$ cat src/rtl/wb_pkg.sv
// Shared types for the write-back arbiter slice.
// Register widths, request bundle, grant encoding.
package wb_pkg;

  localparam int XLEN       = 32;
  localparam int REG_ADDR_W = 5;
  localparam int NUM_REGS   = 32;

  typedef struct packed {
    logic [REG_ADDR_W-1:0] rd;
    logic [XLEN-1:0]       data;
  } wb_req_t;

  typedef enum logic {
    GNT_ALU = 1'b0,
    GNT_LSU = 1'b1
  } grant_e;

  // One-hot register mask; x0 never maps to a bit.
  function automatic logic [NUM_REGS-1:0] reg_mask(
    input logic [REG_ADDR_W-1:0] rd
  );
    reg_mask     = '0;
    reg_mask[rd] = (rd != '0);
  endfunction

endpackage

$ cat src/rtl/wb_arbiter_if.sv
// Write-back arbiter bus: ALU/LSU requests, RF write port,
// issue tracking and hazard lookup.
interface wb_arbiter_if;
  import wb_pkg::*;

  logic                  alu_valid_i;
  logic [REG_ADDR_W-1:0] alu_rd_i;
  logic [XLEN-1:0]       alu_data_i;
  logic                  alu_ready_o;

  logic                  lsu_valid_i;
  logic [REG_ADDR_W-1:0] lsu_rd_i;
  logic [XLEN-1:0]       lsu_data_i;
  logic                  lsu_ready_o;

  logic                  rf_wr_en_o;
  logic [REG_ADDR_W-1:0] rf_rd_o;
  logic [XLEN-1:0]       rf_wr_data_o;

  logic                  issue_set_i;
  logic [REG_ADDR_W-1:0] issue_rd_i;
  logic [REG_ADDR_W-1:0] rs1_i;
  logic [REG_ADDR_W-1:0] rs2_i;
  logic                  hazard_o;
  logic                  flush_i;
  logic [NUM_REGS-1:0]   busy_o;

  modport master (
    output alu_valid_i, alu_rd_i, alu_data_i,
    input  alu_ready_o,
    output lsu_valid_i, lsu_rd_i, lsu_data_i,
    input  lsu_ready_o,
    input  rf_wr_en_o, rf_rd_o, rf_wr_data_o,
    output issue_set_i, issue_rd_i,
    output rs1_i, rs2_i, flush_i,
    input  hazard_o, busy_o
  );

  modport slave (
    input  alu_valid_i, alu_rd_i, alu_data_i,
    output alu_ready_o,
    input  lsu_valid_i, lsu_rd_i, lsu_data_i,
    output lsu_ready_o,
    output rf_wr_en_o, rf_rd_o, rf_wr_data_o,
    input  issue_set_i, issue_rd_i,
    input  rs1_i, rs2_i, flush_i,
    output hazard_o, busy_o
  );

endinterface

$ cat src/rtl/wb_scoreboard.sv
// Pending-write bitmap: set on issue, clear on commit,
// wiped by flush; combinational hazard lookup.
module wb_scoreboard
  import wb_pkg::*;
(
  input  logic                  clk_i,
  input  logic                  rst_i,
  input  logic                  set_i,
  input  logic [REG_ADDR_W-1:0] set_rd_i,
  input  logic                  clr_i,
  input  logic [REG_ADDR_W-1:0] clr_rd_i,
  input  logic                  flush_i,
  input  logic [REG_ADDR_W-1:0] rs1_i,
  input  logic [REG_ADDR_W-1:0] rs2_i,
  output logic                  hazard_o,
  output logic [NUM_REGS-1:0]   busy_o
);

  logic [NUM_REGS-1:0] r_busy;
  logic [NUM_REGS-1:0] w_busy_nxt;
  logic [NUM_REGS-1:0] w_set_mask;
  logic [NUM_REGS-1:0] w_clr_mask;

  assign w_set_mask = set_i ? reg_mask(set_rd_i) : '0;
  assign w_clr_mask = clr_i ? reg_mask(clr_rd_i) : '0;

  // Next bitmap: clear first so a same-edge set wins;
  // flush overrides everything.
  always_comb begin
    w_busy_nxt = (r_busy & ~w_clr_mask) | w_set_mask;
    if (flush_i) begin
      w_busy_nxt = '0;
    end
    w_busy_nxt[0] = 1'b0;
  end

  // Bitmap register.
  always_ff @(posedge clk_i or posedge rst_i) begin
    if (rst_i) begin
      r_busy <= '0;
    end else begin
      r_busy <= w_busy_nxt;
    end
  end

  assign busy_o   = r_busy;
  assign hazard_o = r_busy[rs1_i] | r_busy[rs2_i];

endmodule

$ cat src/rtl/wb_arbiter.sv
// Two-source write-back arbiter with registered RF port.
// WB_ARB_ROUND_ROBIN_EN: alternate ties, else LSU wins.
module wb_arbiter
  import wb_pkg::*;
(
  input logic         clk_i,
  input logic         rst_i,
  wb_arbiter_if.slave bus
);

  wb_req_t w_alu_req;
  wb_req_t w_lsu_req;
  wb_req_t w_sel_req;

  logic w_alu_gnt;
  logic w_lsu_gnt;
  logic w_tie_alu;
  logic w_xfer;
  logic w_commit;

  logic                  r_wr_en;
  logic [REG_ADDR_W-1:0] r_rd;
  logic [XLEN-1:0]       r_data;

  assign w_alu_req = '{rd: bus.alu_rd_i,
                       data: bus.alu_data_i};
  assign w_lsu_req = '{rd: bus.lsu_rd_i,
                       data: bus.lsu_data_i};

`ifdef WB_ARB_ROUND_ROBIN_EN
  grant_e r_last_grant;

  assign w_tie_alu = (r_last_grant == GNT_LSU);

  // Remember who won the most recent transfer.
  always_ff @(posedge clk_i or posedge rst_i) begin
    if (rst_i) begin
      r_last_grant <= GNT_LSU;
    end else if (w_xfer) begin
      r_last_grant <= w_alu_gnt ? GNT_ALU : GNT_LSU;
    end
  end
`else
  assign w_tie_alu = 1'b0;
`endif

  // Grant decode; a lone requester always wins.
  always_comb begin
    w_alu_gnt = 1'b0;
    w_lsu_gnt = 1'b0;
    unique case ({bus.alu_valid_i, bus.lsu_valid_i})
      2'b10:   w_alu_gnt = 1'b1;
      2'b01:   w_lsu_gnt = 1'b1;
      2'b11: begin
        w_alu_gnt = w_tie_alu;
        w_lsu_gnt = ~w_tie_alu;
      end
      default: ;
    endcase
  end

  assign bus.alu_ready_o = w_alu_gnt;
  assign bus.lsu_ready_o = w_lsu_gnt;

  assign w_xfer    = w_alu_gnt | w_lsu_gnt;
  assign w_sel_req = w_alu_gnt ? w_alu_req : w_lsu_req;
  assign w_commit  = w_xfer & (w_sel_req.rd != '0);

  // RF write port; address/data hold between commits.
  always_ff @(posedge clk_i or posedge rst_i) begin
    if (rst_i) begin
      r_wr_en <= 1'b0;
      r_rd    <= '0;
      r_data  <= '0;
    end else begin
      r_wr_en <= w_commit;
      if (w_commit) begin
        r_rd   <= w_sel_req.rd;
        r_data <= w_sel_req.data;
      end
    end
  end

  assign bus.rf_wr_en_o   = r_wr_en;
  assign bus.rf_rd_o      = r_rd;
  assign bus.rf_wr_data_o = r_data;

  wb_scoreboard u_sb (
    .clk_i    (clk_i),
    .rst_i    (rst_i),
    .set_i    (bus.issue_set_i),
    .set_rd_i (bus.issue_rd_i),
    .clr_i    (w_commit),
    .clr_rd_i (w_sel_req.rd),
    .flush_i  (bus.flush_i),
    .rs1_i    (bus.rs1_i),
    .rs2_i    (bus.rs2_i),
    .hazard_o (bus.hazard_o),
    .busy_o   (bus.busy_o)
  );

endmodule

$ cat src/flat_wrapper.sv
// flat-port wrapper written by rule: the top's interface ports become plain ports
module wb_arbiter_flat import wb_pkg::*;
  (clk_i, rst_i, bus_alu_valid_i, bus_alu_rd_i, bus_alu_data_i, bus_alu_ready_o, bus_lsu_valid_i, bus_lsu_rd_i, bus_lsu_data_i, bus_lsu_ready_o, bus_rf_wr_en_o, bus_rf_rd_o, bus_rf_wr_data_o, bus_issue_set_i, bus_issue_rd_i, bus_rs1_i, bus_rs2_i, bus_flush_i, bus_hazard_o, bus_busy_o);
  wb_arbiter_if bus_i ();
  input logic clk_i;
  input logic rst_i;
  input wire logic [$bits(bus_i.alu_valid_i)-1:0] bus_alu_valid_i;
  input wire logic [$bits(bus_i.alu_rd_i)-1:0] bus_alu_rd_i;
  input wire logic [$bits(bus_i.alu_data_i)-1:0] bus_alu_data_i;
  output wire logic [$bits(bus_i.alu_ready_o)-1:0] bus_alu_ready_o;
  input wire logic [$bits(bus_i.lsu_valid_i)-1:0] bus_lsu_valid_i;
  input wire logic [$bits(bus_i.lsu_rd_i)-1:0] bus_lsu_rd_i;
  input wire logic [$bits(bus_i.lsu_data_i)-1:0] bus_lsu_data_i;
  output wire logic [$bits(bus_i.lsu_ready_o)-1:0] bus_lsu_ready_o;
  output wire logic [$bits(bus_i.rf_wr_en_o)-1:0] bus_rf_wr_en_o;
  output wire logic [$bits(bus_i.rf_rd_o)-1:0] bus_rf_rd_o;
  output wire logic [$bits(bus_i.rf_wr_data_o)-1:0] bus_rf_wr_data_o;
  input wire logic [$bits(bus_i.issue_set_i)-1:0] bus_issue_set_i;
  input wire logic [$bits(bus_i.issue_rd_i)-1:0] bus_issue_rd_i;
  input wire logic [$bits(bus_i.rs1_i)-1:0] bus_rs1_i;
  input wire logic [$bits(bus_i.rs2_i)-1:0] bus_rs2_i;
  input wire logic [$bits(bus_i.flush_i)-1:0] bus_flush_i;
  output wire logic [$bits(bus_i.hazard_o)-1:0] bus_hazard_o;
  output wire logic [$bits(bus_i.busy_o)-1:0] bus_busy_o;
  assign bus_i.alu_valid_i = bus_alu_valid_i;
  assign bus_i.alu_rd_i = bus_alu_rd_i;
  assign bus_i.alu_data_i = bus_alu_data_i;
  assign bus_alu_ready_o = bus_i.alu_ready_o;
  assign bus_i.lsu_valid_i = bus_lsu_valid_i;
  assign bus_i.lsu_rd_i = bus_lsu_rd_i;
  assign bus_i.lsu_data_i = bus_lsu_data_i;
  assign bus_lsu_ready_o = bus_i.lsu_ready_o;
  assign bus_rf_wr_en_o = bus_i.rf_wr_en_o;
  assign bus_rf_rd_o = bus_i.rf_rd_o;
  assign bus_rf_wr_data_o = bus_i.rf_wr_data_o;
  assign bus_i.issue_set_i = bus_issue_set_i;
  assign bus_i.issue_rd_i = bus_issue_rd_i;
  assign bus_i.rs1_i = bus_rs1_i;
  assign bus_i.rs2_i = bus_rs2_i;
  assign bus_i.flush_i = bus_flush_i;
  assign bus_hazard_o = bus_i.hazard_o;
  assign bus_busy_o = bus_i.busy_o;
  wb_arbiter u_core (.clk_i(clk_i), .rst_i(rst_i), .bus(bus_i));
endmodule
$ cat config.mk
export PLATFORM = sky130hd
export DESIGN_NAME = wb_arbiter_flat
export DESIGN_NICKNAME = d
export VERILOG_FILES = /design/src/rtl/wb_pkg.sv /design/src/rtl/wb_arbiter_if.sv /design/src/rtl/wb_scoreboard.sv /design/src/rtl/wb_arbiter.sv /design/src/flat_wrapper.sv
export SDC_FILE = /design/constraint.sdc
export NUM_CORES = 1
export LEC_CHECK = 0
export CAP_MARGIN = 20
export CORE_ASPECT_RATIO = 0.7
export CORE_UTILIZATION = 44
export DETAILED_ROUTE_END_ITERATION = 12
export PLACE_DENSITY_LB_ADDON = 0.08
export SYNTH_ARGS = -nofsm -noshare
export SYNTH_HDL_FRONTEND = slang
export SYNTH_SLANG_ARGS = --single-unit
$ cat constraint.sdc
create_clock -name clk_i -period 2.37 [get_ports clk_i]
set_input_delay 0.237 -clock clk_i [delete_from_list [all_inputs] [get_ports clk_i]]
set_output_delay 0.237 -clock clk_i [all_outputs]
set_load 0.02 [all_outputs]
==> impl_metrics.csv, run 1 <==
group,metric,value,unit
yosys,syn-cell-area,0.00408,sq mm
yosys,synth_edf_count,0,
yosys,ys_warn_count,0,
routing,drt_iter0_drc,291,
cells_and_area,fillers,590,
sta,min_period,2.53,ns
worst_setup_path,rrSetupSlack,1.42,ns
clocking,clock_sinks,69,
power_and_ir_drop,swShare,0.252,
sta,max_freq,396,MHz
worst_setup_path,cp_num_buf_inv,1,
cells_and_area,layout.nets,665,
run_status,violations,"setup timing",
placement,gp_congestion,0.965,
worst_setup_path,cpLargestDelayFamily,"multiplexers",
die,die_w,117,microns
min_path,hold_class,"input pin to asynchronous set/reset pin",
cells_and_area,design_area,0.00655,sq mm
placement,placed_area,0.00619,sq mm
die,core-area,0.00872,sq mm
yosys,synth_nets,456,
worst_setup_path,r2r-start,"u_core.bus.rf_rd_o[1]",
sta,skew,0,ns
routing,viasPerCell,5.62,
routing,finalWirelength,12600,microns
sta,fin_ws,-0.156,ns
die,fp.dieArea,0.00967,sq mm
routing,drc,0,
worst_setup_path,arrival,2.29,ns
power_and_ir_drop,power_switching,0.000919,W
worst_setup_path,criticalPathCategory,"register to primary output",
worst_setup_path,cpMaxStageDelayCell,"or4_4",
yosys,ys_ff_latch,69,
sta,finalCritPeriodShare,1.07,
worst_setup_path,rr_endpoint,"u_core.bus.rf_rd_o[1]",
global_routing,grt_pass1_vias,3888,
global_routing,grt_max_degree,70,
die,num_rows,28,
routing,dr.pass1.iters,5,
worst_setup_path,worstSetupStartpointType,"register",
power_and_ir_drop,seq_power_share,0.359,
worst_setup_path,max_stage_delay,0.49,ns
clocking,cts_hold_buf,0,
power_and_ir_drop,pwr-share-clk,0.402,
yosys,ys_seq_area_frac,0.423,
cells_and_area,antenna_cells,0,
die,start_util,0.468,
worst_setup_path,worst_ep_required_time,2.13,ns
clocking,path_clk_slew,0.06,ns
worst_setup_path,r2r_cells,3,
power_and_ir_drop,p_int,0.00273,W
sta,slew_headroom,0.548,
sta,rsz0062_at_grt,"true",
sta,hold_viol_final,0,
worst_setup_path,endpoint_kind,"primary output",
worst_setup_path,worst-path-stages,6,
cells_and_area,syn_to_final_growth,60.4,%
clocking,tritoncts,"done",
worst_setup_path,crit_chain,"mux4_2 -> mux2_4 -> nand3_2 -> nand4_1 -> or4_4 -> buf_6",
routing,wire_per_inst,18.2,microns
sta,whs,0.302,ns
global_routing,grt_antenna_before_repair,0,
power_and_ir_drop,p_leak,2.75,nW
yosys,async_reset_ff_frac,1.00,
clocking,clockBufferDepth,2,
power_and_ir_drop,p_per_area,558,mW/mm^2
power_and_ir_drop,power_frac_comb,0.239,
yosys,syn_avg_cell_area,11.3,sq um
yosys,syn-instance-count,361,
clocking,htree_levels,3,
run_status,status,"finished, violations left",
yosys,synth_ff_type,"dfrtp_1",
routing,ant_nets,0,
yosys,synth_cell_types,44,
global_routing,overflow,0,
cells_and_area,final_common_cell,"clkdlybuf4s50_1",
power_and_ir_drop,ir_drop,0.377,mV
cells_and_area,drive_gt1_frac,0.277,
routing,vias,3903,
global_routing,gr-usage-all-layers,0.274,
placement,port_buffers,166,
clocking,cts_inserted_buffers,9,
die,ios,168,
worst_setup_path,cp_max_fo,3,
sta,slew_violations,0,
sta,finalSetupTns,-0.156,ns
die,fp.dieH,82.6,microns
global_routing,grt_pass1_wl,19600,microns
clocking,root_buffer,"clkbuf_16",
sta,tightest_slew,0.676,ns
run,drv_cap,0,
sta,setup_violations,1,
cells_and_area,final_cell_mix,"162 x clkdlybuf4s50_1, 69 x dfrtp_1, 52 x mux2_2",
placement,dp.final_hpwl,9530,microns
clocking,clkLatencyLatePin,0.32,ns
==> flip-flops by register name, indices dropped and copies added, names as in the netlist <==
name,flops
u_core.bus.rf_rd_o,5
u_core.bus.rf_wr_data_o,32
u_core.bus.rf_wr_en_o,1
u_core.u_sb.busy_o,31
==> cells in the mapped netlist (2+ instances only) <==
cell | instances | area, sq um
a211oi_1 | 2 | 15.0
a21oi_1 | 36 | 180
a22oi_1 | 3 | 22.5
a31oi_1 | 4 | 25.0
and3_1 | 3 | 18.8
and3b_1 | 2 | 17.5
buf_1 | 2 | 7.51
buf_2 | 5 | 25.0
buf_4 | 2 | 15.0
buf_6 | 5 | 56.3
clkbuf_1 | 8 | 30.0
dfrtp_1 | 69 | 1730
inv_1 | 5 | 18.8
mux2_2 | 53 | 597
mux2_4 | 16 | 240
mux2i_1 | 7 | 70.1
mux4_1 | 6 | 158
mux4_2 | 8 | 180
nand2_1 | 45 | 169
nand2b_1 | 5 | 31.3
nor2_1 | 8 | 30.0
nor2b_1 | 3 | 18.8
nor3_1 | 3 | 15.0
nor3b_1 | 6 | 45.0
o211ai_1 | 2 | 15.0
o21a_1 | 2 | 15.0
o21ai_0 | 33 | 165
or4bb_1 | 2 | 22.5
==> worst min-delay path, cell delays in order <==
cell             delay, ns
clkdlybuf4s50_1       0.41
inv_2                 0.07
buf_12                0.31
==> what timing repair did <==
action,CTS,global route
endpoints found under the hold margin,0,0
endpoints found under the setup margin,2,1
pin swaps,2,0
setup buffers,1,0
gates resized for setup,15,0
==> per-stage QoR <==
step            util  total power, W  std cells  setup slack, ns
2_1_floorplan      -         0.00174        361            0.160
3_3_place_gp   0.710         0.00217        678           -0.707
3_5_place_dp   0.710         0.00219        678           -0.725
4_1_cts        0.750         0.00368        695           -0.157
5_1_grt        0.750         0.00380        695           -0.188
6_report       0.750         0.00365        695           -0.156
==> worst max-delay path by stage <==
stage | start | to
global route | u_core.u_sb.busy_o[29] | bus_hazard_o
detailed placement | bus_rs2_i[0] | bus_hazard_o
global placement | bus_rs2_i[0] | bus_hazard_o
CTS | u_core.u_sb.busy_o[29] | bus_hazard_o
finish | u_core.u_sb.busy_o[29] | bus_hazard_o
floorplan | u_core.u_sb.busy_o[27] | bus_hazard_o
==> power by group through the flow <==
stage	clock [W]	sequential (W)	combinational [W]
final	0.00147	0.00131	0.000873
after global routing	0.00155	0.00132	0.000928
after CTS	0.00149	0.00131	0.000876
after detailed placement	0	0.00133	0.000866
after global placement	0	0.00132	0.000851
after floorplan	0	0.00143	0.000311
==> routing by layer <==
| layer | up-vias | global-route usage | share of wire |
|---|---|---|---|
| met3 | 20 | 0.101 | 0.12 |
| met4 | 0 | 0.0772 | 0.012 |
| met2 | 254 | 0.443 | 0.46 |
| met5 | - | 0 | 0 |
| met1 | 1871 | 0.348 | 0.41 |
| li1 | 1758 | - | - |
==> cell families (layout without fill, tap and decap cells) <==
family | Yosys count | after routing | synth area share
multiplexers | 90 | 90 | 0.305
AO/OA/AOI/OAI | 88 | 88 | 0.125
AND/OR/NAND/NOR | 85 | 85 | 0.107
flip-flops | 69 | 69 | 0.423
buffers and inverters | 28 | 242 | 0.0383
other | 1 | 1 | 0.000919
==> area by class of cell <==
type	instances	area (sq um)	area share
clock buffer	11	253	0.0386
clock inverter	5	81.3	0.0124
inverter	6	22.5	0.00344
multi-input combinational	264	2210	0.337
sequential	69	1730	0.264
tap	120	150	0.0229
timing repair buffer	220	2110	0.322
Note: power is estimated with default switching activity, not from simulation.
==> run 2: changes to the inputs <==
--- a/config.mk
+++ b/config.mk
@@ -10,6 +10,7 @@
 export CORE_UTILIZATION = 44
 export DETAILED_ROUTE_END_ITERATION = 12
 export PLACE_DENSITY_LB_ADDON = 0.08
+export SKIP_LAST_GASP = 1
 export SYNTH_ARGS = -nofsm -noshare
 export SYNTH_HDL_FRONTEND = slang
 export SYNTH_SLANG_ARGS = --single-unit
==> results of run 2 <==
Same layout as run 1: the final DEF is identical, and so are final timing and power.
==> run 3: changes to the inputs <==
--- a/config.mk
+++ b/config.mk
@@ -8,6 +8,7 @@
 export CAP_MARGIN = 20
 export CORE_ASPECT_RATIO = 0.7
 export CORE_UTILIZATION = 44
+export CTS_CLUSTER_DIAMETER = 50
 export DETAILED_ROUTE_END_ITERATION = 12
 export PLACE_DENSITY_LB_ADDON = 0.08
 export SKIP_LAST_GASP = 1
==> results of run 3 <==
Same layout as run 1: the final DEF is identical, and so are final timing and power.
